**src/rtl/mem_arbiter.sv**
```systemverilog
// mem_arbiter: round-robin arbiter serializing four requesters onto one slow memory port
module mem_arbiter #(
  parameter int TIMEOUT = 16
) (
  input  logic        clk,
  input  logic        reset,
  input  logic [3:0]  req,
  input  logic [3:0]  req_rnotw,
  input  logic [15:0] req_addr0,
  input  logic [15:0] req_addr1,
  input  logic [15:0] req_addr2,
  input  logic [15:0] req_addr3,
  input  logic [15:0] req_wdata0,
  input  logic [15:0] req_wdata1,
  input  logic [15:0] req_wdata2,
  input  logic [15:0] req_wdata3,
  output logic [3:0]  ack,
  output logic [15:0] resp_rdata,
  output logic        resp_err,
  output logic        busy,
  output logic        mem_strobe,
  output logic        mem_rnotw,
  output logic [15:0] mem_addr,
  output logic [15:0] mem_wdata,
  input  logic        mem_mfc,
  input  logic [15:0] mem_rdata
);
  localparam int CW = $clog2(TIMEOUT + 1);
  typedef enum logic [1:0] {IDLE, ISSUE, WAIT, RESP} state_e;
  state_e        state_q, state_d;
  logic [1:0]    grant_q, grant_d, last_q, last_d, win;
  logic          rnotw_q, rnotw_d, err_q, err_d;
  logic [15:0]   addr_q, addr_d, wdata_q, wdata_d, rdata_q, rdata_d;
  logic [CW-1:0] cnt_q, cnt_d;
  // search upward from last_q+1; the last grant itself has the lowest priority
  always_comb begin
    win = last_q;
    for (int k = 4; k >= 1; k--)
      if (req[last_q + 2'(k)]) win = last_q + 2'(k);
  end
  // next-state: latch the winner in IDLE, one strobe in ISSUE, wait for mfc or timeout, one ack
  always_comb begin
    state_d = state_q;
    grant_d = grant_q;
    last_d  = last_q;
    rnotw_d = rnotw_q;
    addr_d  = addr_q;
    wdata_d = wdata_q;
    rdata_d = rdata_q;
    err_d   = err_q;
    cnt_d   = cnt_q;
    case (state_q)
      IDLE: if (|req) begin
        state_d = ISSUE;
        grant_d = win;
        rnotw_d = req_rnotw[win];
        addr_d  = win == 2'd0 ? req_addr0 : win == 2'd1 ? req_addr1 : win == 2'd2 ? req_addr2 : req_addr3;
        wdata_d = win == 2'd0 ? req_wdata0 : win == 2'd1 ? req_wdata1 : win == 2'd2 ? req_wdata2 : req_wdata3;
      end
      ISSUE: begin
        state_d = rnotw_q ? WAIT : RESP;
        cnt_d   = '0;
        rdata_d = '0;
        err_d   = 1'b0;
      end
      WAIT: if (mem_mfc) begin
        state_d = RESP;
        rdata_d = mem_rdata;
        err_d   = 1'b0;
      end else if (cnt_q == CW'(TIMEOUT - 1)) begin
        state_d = RESP;
        rdata_d = '0;
        err_d   = 1'b1;
      end else begin
        cnt_d = cnt_q + 1'b1;
      end
      RESP: begin
        state_d = IDLE;
        last_d  = grant_q;
      end
    endcase
  end
  // state register; reset abandons any transaction in flight
  always_ff @(posedge clk or posedge reset) begin
    if (reset) begin
      state_q <= IDLE;
      grant_q <= 2'd0;
      last_q  <= 2'd3;
      rnotw_q <= 1'b1;
      addr_q  <= '0;
      wdata_q <= '0;
      rdata_q <= '0;
      err_q   <= 1'b0;
      cnt_q   <= '0;
    end else begin
      state_q <= state_d;
      grant_q <= grant_d;
      last_q  <= last_d;
      rnotw_q <= rnotw_d;
      addr_q  <= addr_d;
      wdata_q <= wdata_d;
      rdata_q <= rdata_d;
      err_q   <= err_d;
      cnt_q   <= cnt_d;
    end
  end
  assign busy       = state_q != IDLE;
  assign mem_strobe = state_q == ISSUE;
  assign mem_rnotw  = state_q == ISSUE ? rnotw_q : 1'b1;
  assign mem_addr   = addr_q;
  assign mem_wdata  = wdata_q;
  assign ack        = state_q == RESP ? 4'b0001 << grant_q : 4'b0000;
  assign resp_rdata = rdata_q;
  assign resp_err   = err_q;
endmodule

```
**config.mk**
```make
export PLATFORM = sky130hd
export DESIGN_NAME = mem_arbiter
export DESIGN_NICKNAME = d
export VERILOG_FILES = /design/src/rtl/mem_arbiter.sv
export SDC_FILE = /design/constraint.sdc
export NUM_CORES = 1
export LEC_CHECK = 0
export CAP_MARGIN = 10
export CELL_PAD_IN_SITES_DETAIL_PLACEMENT = 1
export CELL_PAD_IN_SITES_GLOBAL_PLACEMENT = 1
export CORE_UTILIZATION = 27
export CTS_CLUSTER_DIAMETER = 40
export DETAILED_ROUTE_END_ITERATION = 10
export PLACE_DENSITY = 0.81
export SYNTH_ARGS = -nofsm -noshare
export SYNTH_HDL_FRONTEND = slang
export SYNTH_SLANG_ARGS = --single-unit
```
**constraint.sdc**
```tcl
create_clock -name clk -period 2.9 [get_ports clk]
set_input_delay 0.435 -clock clk [delete_from_list [all_inputs] [get_ports clk]]
set_output_delay 0.435 -clock clk [all_outputs]
set_load 0.005 [all_outputs]
```
==> results.py, run 1 <==
metrics = {
    "critical_path": {
        "path_max_fanout": 6,
        "path_class": "reg2out",
        "crit_required_ns": 2.47,
        "endpoint_kind": "output port",
        "critPathArrivalTime_ns": 1.85,
        "startpoint_type": "flop",
    },
    "clocking": {
        "clock-sinks": 61,
        "cts_resized": 0,
        "cts_tree": "yes",
        "htree_levels": 3,
        "cts_hold_buf": 0,
        "cts_buffers": 9,
        "clk_pin_slew_ns": 0.05,
        "cts_root_buffer": "clkbuf_16",
        "insertion_delay_ns": 0.32,
        "clock_path_buffers": 2,
        "post-cts-setup-buffer-count": 0,
    },
    "die": {
        "die_w_um": 116,
        "fp-row-count": 41,
        "io-pin-count": 211,
        "initial_core_util": 0.278,
        "dieHeight_um": 116,
        "core_area_mm2": 0.0127,
        "dieArea_mm2": 0.0135,
    },
    "global_routing": {
        "grt_pass1_wl_mm": 19.1,
        "grt-ovfl-total": 0,
        "grt_util_met3": 0.0701,
        "met2_usage": 0.332,
        "grt_max_degree": 33,
        "first_global_vias": 3611,
        "grt.busiest_layer": "met2",
        "grt_util_all_layers": 0.188,
        "antenna_found_initial": 0,
        "use_met1": 0.213,
    },
    "detailed_routing": {
        "wl_mm": 13.0,
        "remaining_drc_errors": 0,
        "avgRoutedWirePerCell_um": 18.2,
        "vias_per_cell": 4.92,
        "ant_nets": 0,
        "first_pass_iters": 4,
        "drt_iter0_markers": 91,
        "dr_total_vias": 3494,
    },
    "timing": {
        "min_period_ns": 2.28,
        "rsz0062_at_grt": "false",
        "setup_viol": 0,
        "clock_skew_ns": 0.00388,
        "fmax_mhz": 438,
        "slew_headroom": 0.478,
        "report.final.hold_viol_count": 0,
        "period_share": 0.787,
        "setup_tns_ns": 0,
        "tightest_slew_ns": 0.783,
        "slew_violations": 0,
    },
    "power_and_ir_drop": {
        "p_leak_uw": 0.00264,
        "irDropWorstVdd_mv": 0.354,
        "powerDensity_mw_per_mm2": 928,
    },
    "finish": {
        "fin_util": 0.486,
        "antennaDiodeCount": 0,
        "final_area_mm2": 0.00616,
        "layout-drive-gt1-share": 0.121,
        "area_growth_pct": 75.0,
        "fin_nets": 694,
        "mostFrequentLayoutCell": "clkdlybuf4s50_1",
        "post_layout_nonfiller_instances": 710,
        "mostFrequentLayoutCells": "clkdlybuf4s50_1 (210), dfrtp_1 (58), inv_1 (44), mux2i_1 (36), o22ai_1 (33)",
    },
    "hold_path": {
        "hold_path.class": "reg2reg",
    },
    "synth": {
        "synth_cells": 325,
        "ys_types": 38,
        "avgSynthCellArea_um2": 10.8,
        "synthArstFlopShare": 1.00,
        "synth_nets": 486,
        "syn_area_mm2": 0.00352,
        "ys_ff_latch": 61,
        "synth_edf_count": 0,
        "yosysWarnings": 0,
        "seq_area_frac_synth": 0.435,
        "synth-main-ff-cell": "dfrtp_1",
    },
    "place": {
        "post-place-cells": 694,
        "placed_area_mm2": 0.00581,
        "numPortBuffers": 210,
        "place.gp.congestion": 0.777,
        "post-dp-hpwl_mm": 9.87,
    },
    "job": {
        "max-cap-violations": 0,
    },
    "status": {
        "status": "complete, no violations",
    },
}
-- synth_stat cells, types with 2 or more instances --
| library cell | count | area (um2) |
|---|---|---|
| dfstp_2 | 3 | 78.8 |
| a22o_1 | 16 | 140 |
| nor4_1 | 2 | 12.5 |
| nand2_1 | 9 | 33.8 |
| nor2_1 | 12 | 45.0 |
| dfrtp_1 | 58 | 1450 |
| nand3_1 | 4 | 20.0 |
| o21ai_0 | 12 | 60.1 |
| a221oi_2 | 30 | 450 |
| buf_6 | 7 | 78.8 |
| nor2b_1 | 3 | 18.8 |
| ha_1 | 6 | 75.1 |
| mux2i_1 | 36 | 360 |
| nand2b_1 | 3 | 18.8 |
| nor3b_1 | 2 | 15.0 |
| a221oi_1 | 2 | 17.5 |
| o22ai_1 | 33 | 206 |
| buf_2 | 4 | 20.0 |
| and3_1 | 2 | 12.5 |
| o21ai_1 | 5 | 25.0 |
| clkbuf_1 | 9 | 33.8 |
| inv_1 | 45 | 169 |
| a21oi_1 | 7 | 35.0 |
-- through the flow --
stage	setup WS [ns]	total power, uW	hold slack [ns]
after global placement	0.479	4390	0.484
after CTS	0.571	5790	0.507
after floorplan	0.893	3130	0.483
after global routing	0.498	6090	0.528
final	0.617	5710	0.505
after detailed placement	0.386	4500	0.490
-- routing by layer --
layer	up-vias	share of wire	wire length (um)
li1	1633	-	-
met1	1703	0.41	5310
met2	148	0.49	6290
met3	10	0.096	1240
met4	0	0.0089	115
met5	-	0	0
-- sequential cells by signal (all words and copies together), names as in the netlist, 2 cells and up --
| signal | flops |
|---|---|
| last_q | 2 |
| mem_addr | 16 |
| cnt_q | 5 |
| state_q | 2 |
| resp_rdata | 16 |
| grant_q | 2 |
| mem_wdata | 16 |
-- worst paths after layout --
kind / from / to / slack, ns / depth (start not counted)
max in group asynchronous: reset / last_q[0] / 1.67 / 3
min in group asynchronous: reset / resp_rdata[2] / 0.54 / 2
setup reg to reg: cnt_q[0] / resp_rdata[12] / 0.75 / 8
hold / removal: resp_err / resp_err / 0.51 / 1
hold reg to reg: resp_err / resp_err / 0.51 / 1
setup / recovery: state_q[0] / busy / 0.62 / 4
-- critical path: stages (launching register included) --
cell	delay [ns]
dfrtp_1	0.44
inv_1	0.10
ha_1	0.27
inv_1	0.18
clkdlybuf4s50_1	0.53
-- power breakdown --
part           leakage, uW  switching [uW]  internal (uW)
sequential        0.000721             276           1260
clock             0.000167             375            861
combinational      0.00175            1330           1610
total              0.00264            1980           3740
-- final cells by class --
type,count,area (um2)
inverter,45,169
tap,172,215
clock buffer,12,246
clock inverter,4,95.1
fill,1397,6520
multi-input combinational,197,1690
sequential,61,1530
timing repair buffer,219,2210
-- cell families (layout without fill, tap and decap cells) --
| logic type | after synthesis | in the layout | synth area share |
|---|---|---|---|
| compound gates | 112 | 112 | 0.286 |
| fa+ha+maj | 6 | 6 | 0.0213 |
| buf+inv | 67 | 280 | 0.0889 |
| flops | 61 | 61 | 0.435 |
| mux | 37 | 37 | 0.106 |
| simple gates | 42 | 42 | 0.0626 |
Power figures use the tool's default switching activity.
==> inputs of run 2 (changes only) <==
--- a/config.mk
+++ b/config.mk
@@ -8,10 +8,10 @@
 export CAP_MARGIN = 10
 export CELL_PAD_IN_SITES_DETAIL_PLACEMENT = 1
 export CELL_PAD_IN_SITES_GLOBAL_PLACEMENT = 1
-export CORE_UTILIZATION = 27
+export CORE_UTILIZATION = 25
 export CTS_CLUSTER_DIAMETER = 40
 export DETAILED_ROUTE_END_ITERATION = 10
-export PLACE_DENSITY = 0.81
+export PLACE_DENSITY = 0.79
 export SYNTH_ARGS = -nofsm -noshare
 export SYNTH_HDL_FRONTEND = slang
 export SYNTH_SLANG_ARGS = --single-unit
==> constraint.sdc (replaced) <==
create_clock -name clk -period 2 [get_ports clk]
set_input_delay 0.3 -clock clk [delete_from_list [all_inputs] [get_ports clk]]
set_output_delay 0.3 -clock clk [all_outputs]
set_load 0.005 [all_outputs]
==> run 2 against run 1 <==
Via count grew 1.7%. Largest cell class unchanged. Non-clock buffer count grew 13. Global-route usage grew 0.32 points. Design area grew 2.2%. Total power grew 44%. Final cell count grew 2.5%. Register-to-register slack lost 0.64 ns. Flip-flop and latch count is the same. Routed wire length grew 4.5%. Die area grew 7.9%.
==> results.py, run 2 (synthesis gave the netlist of run 1 again) <==
metrics = {
    "die": {
        "die_w_um": 121,
        "fp-row-count": 42,
        "io-pin-count": 211,
        "dieHeight_um": 121,
        "dieArea_mm2": 0.0145,
        "core_area_mm2": 0.0135,
        "initial_core_util": 0.260,
    },
    "timing": {
        "tightest_slew_ns": 0.572,
        "rsz0062_at_grt": "true",
        "report.final.hold_viol_count": 0,
        "setup_viol": 0,
        "slew_headroom": 0.619,
        "slew_violations": 0,
        "min_period_ns": 1.95,
        "clock_skew_ns": 0.00719,
        "period_share": 0.974,
        "setup_tns_ns": 0,
        "fmax_mhz": 514,
    },
    "critical_path": {
        "crit_slowest_cell": "clkdlybuf4s50_1",
        "endpoint_kind": "output port",
        "cp_num_buf_inv": 3,
        "critPathArrivalTime_ns": 1.65,
        "path_depth": 4,
        "slowest_delay_ns": 0.50,
        "crit_required_ns": 1.70,
        "path_max_fanout": 6,
        "startpoint_type": "flop",
        "crit_family": "buffers and inverters",
        "r2r_cells": 6,
        "cp_cell_sequence": "inv_1, ha_2, inv_4, clkdlybuf4s50_1",
        "path_class": "reg2out",
    },
    "power_and_ir_drop": {
        "clkPwrFrac": 0.182,
        "p_switching_uw": 2930,
        "pwr-share-seq": 0.277,
        "swShare": 0.357,
        "powerDensity_mw_per_mm2": 1300,
        "cell_internal_pwr_uw": 5280,
        "pwr-share-comb": 0.541,
        "totalPowerFinal_uw": 8210,
        "irDropWorstVdd_mv": 0.580,
        "p_leak_uw": 0.00270,
    },
    "hold_path": {
        "hold_path.class": "in2async",
    },
    "finish": {
        "fin_nets": 707,
        "post_layout_nonfiller_instances": 728,
        "nFillCells": 1459,
        "fin_util": 0.466,
        "area_growth_pct": 78.8,
        "layout-drive-gt1-share": 0.163,
        "mostFrequentLayoutCell": "clkdlybuf4s50_1",
        "mostFrequentLayoutCells": "clkdlybuf4s50_1 (208), dfrtp_1 (55), inv_1 (42), mux2i_1 (36), o22ai_1 (33)",
    },
    "clocking": {
        "htree_levels": 3,
        "cts_tree": "yes",
        "clock_path_buffers": 2,
        "post-cts-setup-buffer-count": 0,
        "cts_hold_buf": 0,
        "clock-sinks": 61,
        "clk_pin_slew_ns": 0.05,
        "cts_buffers": 9,
        "cts_root_buffer": "clkbuf_16",
        "insertion_delay_ns": 0.33,
    },
    "global_routing": {
        "first_global_vias": 3998,
        "grt.busiest_layer": "met2",
        "use_met1": 0.203,
        "grt_util_all_layers": 0.191,
        "antenna_found_initial": 2,
        "grt_util_met3": 0.0684,
        "grt_max_degree": 62,
        "grt_pass1_wl_mm": 21.2,
        "met2_usage": 0.354,
        "grt-ovfl-total": 0,
    },
    "job": {
        "max-cap-violations": 0,
    },
    "detailed_routing": {
        "remaining_drc_errors": 0,
        "vias_per_cell": 4.88,
        "drt_iter0_markers": 129,
        "wl_mm": 13.5,
        "dr_total_vias": 3553,
        "avgRoutedWirePerCell_um": 18.6,
        "first_pass_iters": 4,
        "ant_nets": 0,
    },
    "status": {
        "status": "complete, no violations",
    },
    "place": {
        "post-place-cells": 711,
        "post-dp-hpwl_mm": 10.6,
        "numPortBuffers": 210,
        "place.gp.congestion": 0.860,
    },
}
## run 2: changes by cell type in the layout (fill, tap and decap cells not counted), sizes merged
cell,before,now
buf,9,22
bufinv,3,0
clkdlybuf4s50,210,208
clkinv,1,3
dlygate4sd2,0,2
clkbuf,12,13
diode,0,1
## run 2: path summary, 6_finish.rpt
check / from / endpoint / slack [ns]
worst min register to register: resp_rdata[3] / resp_rdata[3] / 0.51
worst max register to register: last_q[0] / mem_addr[12] / 0.11
max in group asynchronous: reset / rnotw_q / 1.33
worst min-delay path: reset / resp_rdata[2] / 0.35
min in group clk: resp_rdata[3] / resp_rdata[3] / 0.51
worst max-delay path: state_q[0] / busy / 0.05
## run 2: power by group through the flow
stage | Clock [uW] | Combinational [uW] | Sequential (uW)
floorplan | 0 | 2350 | 2200
global placement | 0 | 4310 | 2240
detailed placement | 0 | 4480 | 2260
CTS | 1540 | 4500 | 2270
global route | 1590 | 4820 | 2360
finish | 1500 | 4440 | 2270
## run 2: cell type report
| type | count | area, um2 | area share |
|---|---|---|---|
| flip-flops and latches | 61 | 1530 | 0.244 |
| diodes | 1 | 2.50 | 0.000398 |
| well taps | 176 | 220 | 0.0350 |
| clock buffers | 13 | 270 | 0.0430 |
| repair buffers | 232 | 2340 | 0.372 |
| clock inverters | 3 | 18.8 | 0.00298 |
| multi-input cells | 197 | 1730 | 0.275 |
| inverters | 45 | 171 | 0.0273 |
## run 2: timing repair
| item | 4_1_cts | 5_1_grt |
|---|---|---|
| pin swaps | 0 | 0 |
| endpoints found under the setup margin | 6 | 8 |
| resized for setup | 6 | 8 |
| gates cloned | 0 | 0 |
| endpoints found under the hold margin | 0 | 0 |
## run 2: worst min-delay path, cell delays in order
cell and delay, ns:
clkdlybuf4s50_1 0.41, inv_2 0.07, buf_12 0.30
## run 2: metal layers
metal / routed length [um] / up-vias / part of all wire
li1: - / 1664 / -
met1: 5110 / 1711 / 0.38
met2: 6890 / 161 / 0.51
met3: 1380 / 15 / 0.10
met4: 150 / 2 / 0.011
met5: 11 / - / 0.00081
## run 2: through the flow
| step | worst slack (ns) | hold slack, ns | cell area, um2 |
|---|---|---|---|
| 2_1_floorplan | 0.0919 | 0.433 | 3520 |
| 3_3_place_gp | -0.157 | 0.483 | 5960 |
| 3_5_place_dp | -0.218 | 0.493 | 5960 |
| 4_1_cts | 0.0138 | 0.368 | 6260 |
| 5_1_grt | -0.0267 | 0.409 | 6290 |
| 6_report | 0.0526 | 0.353 | 6290 |
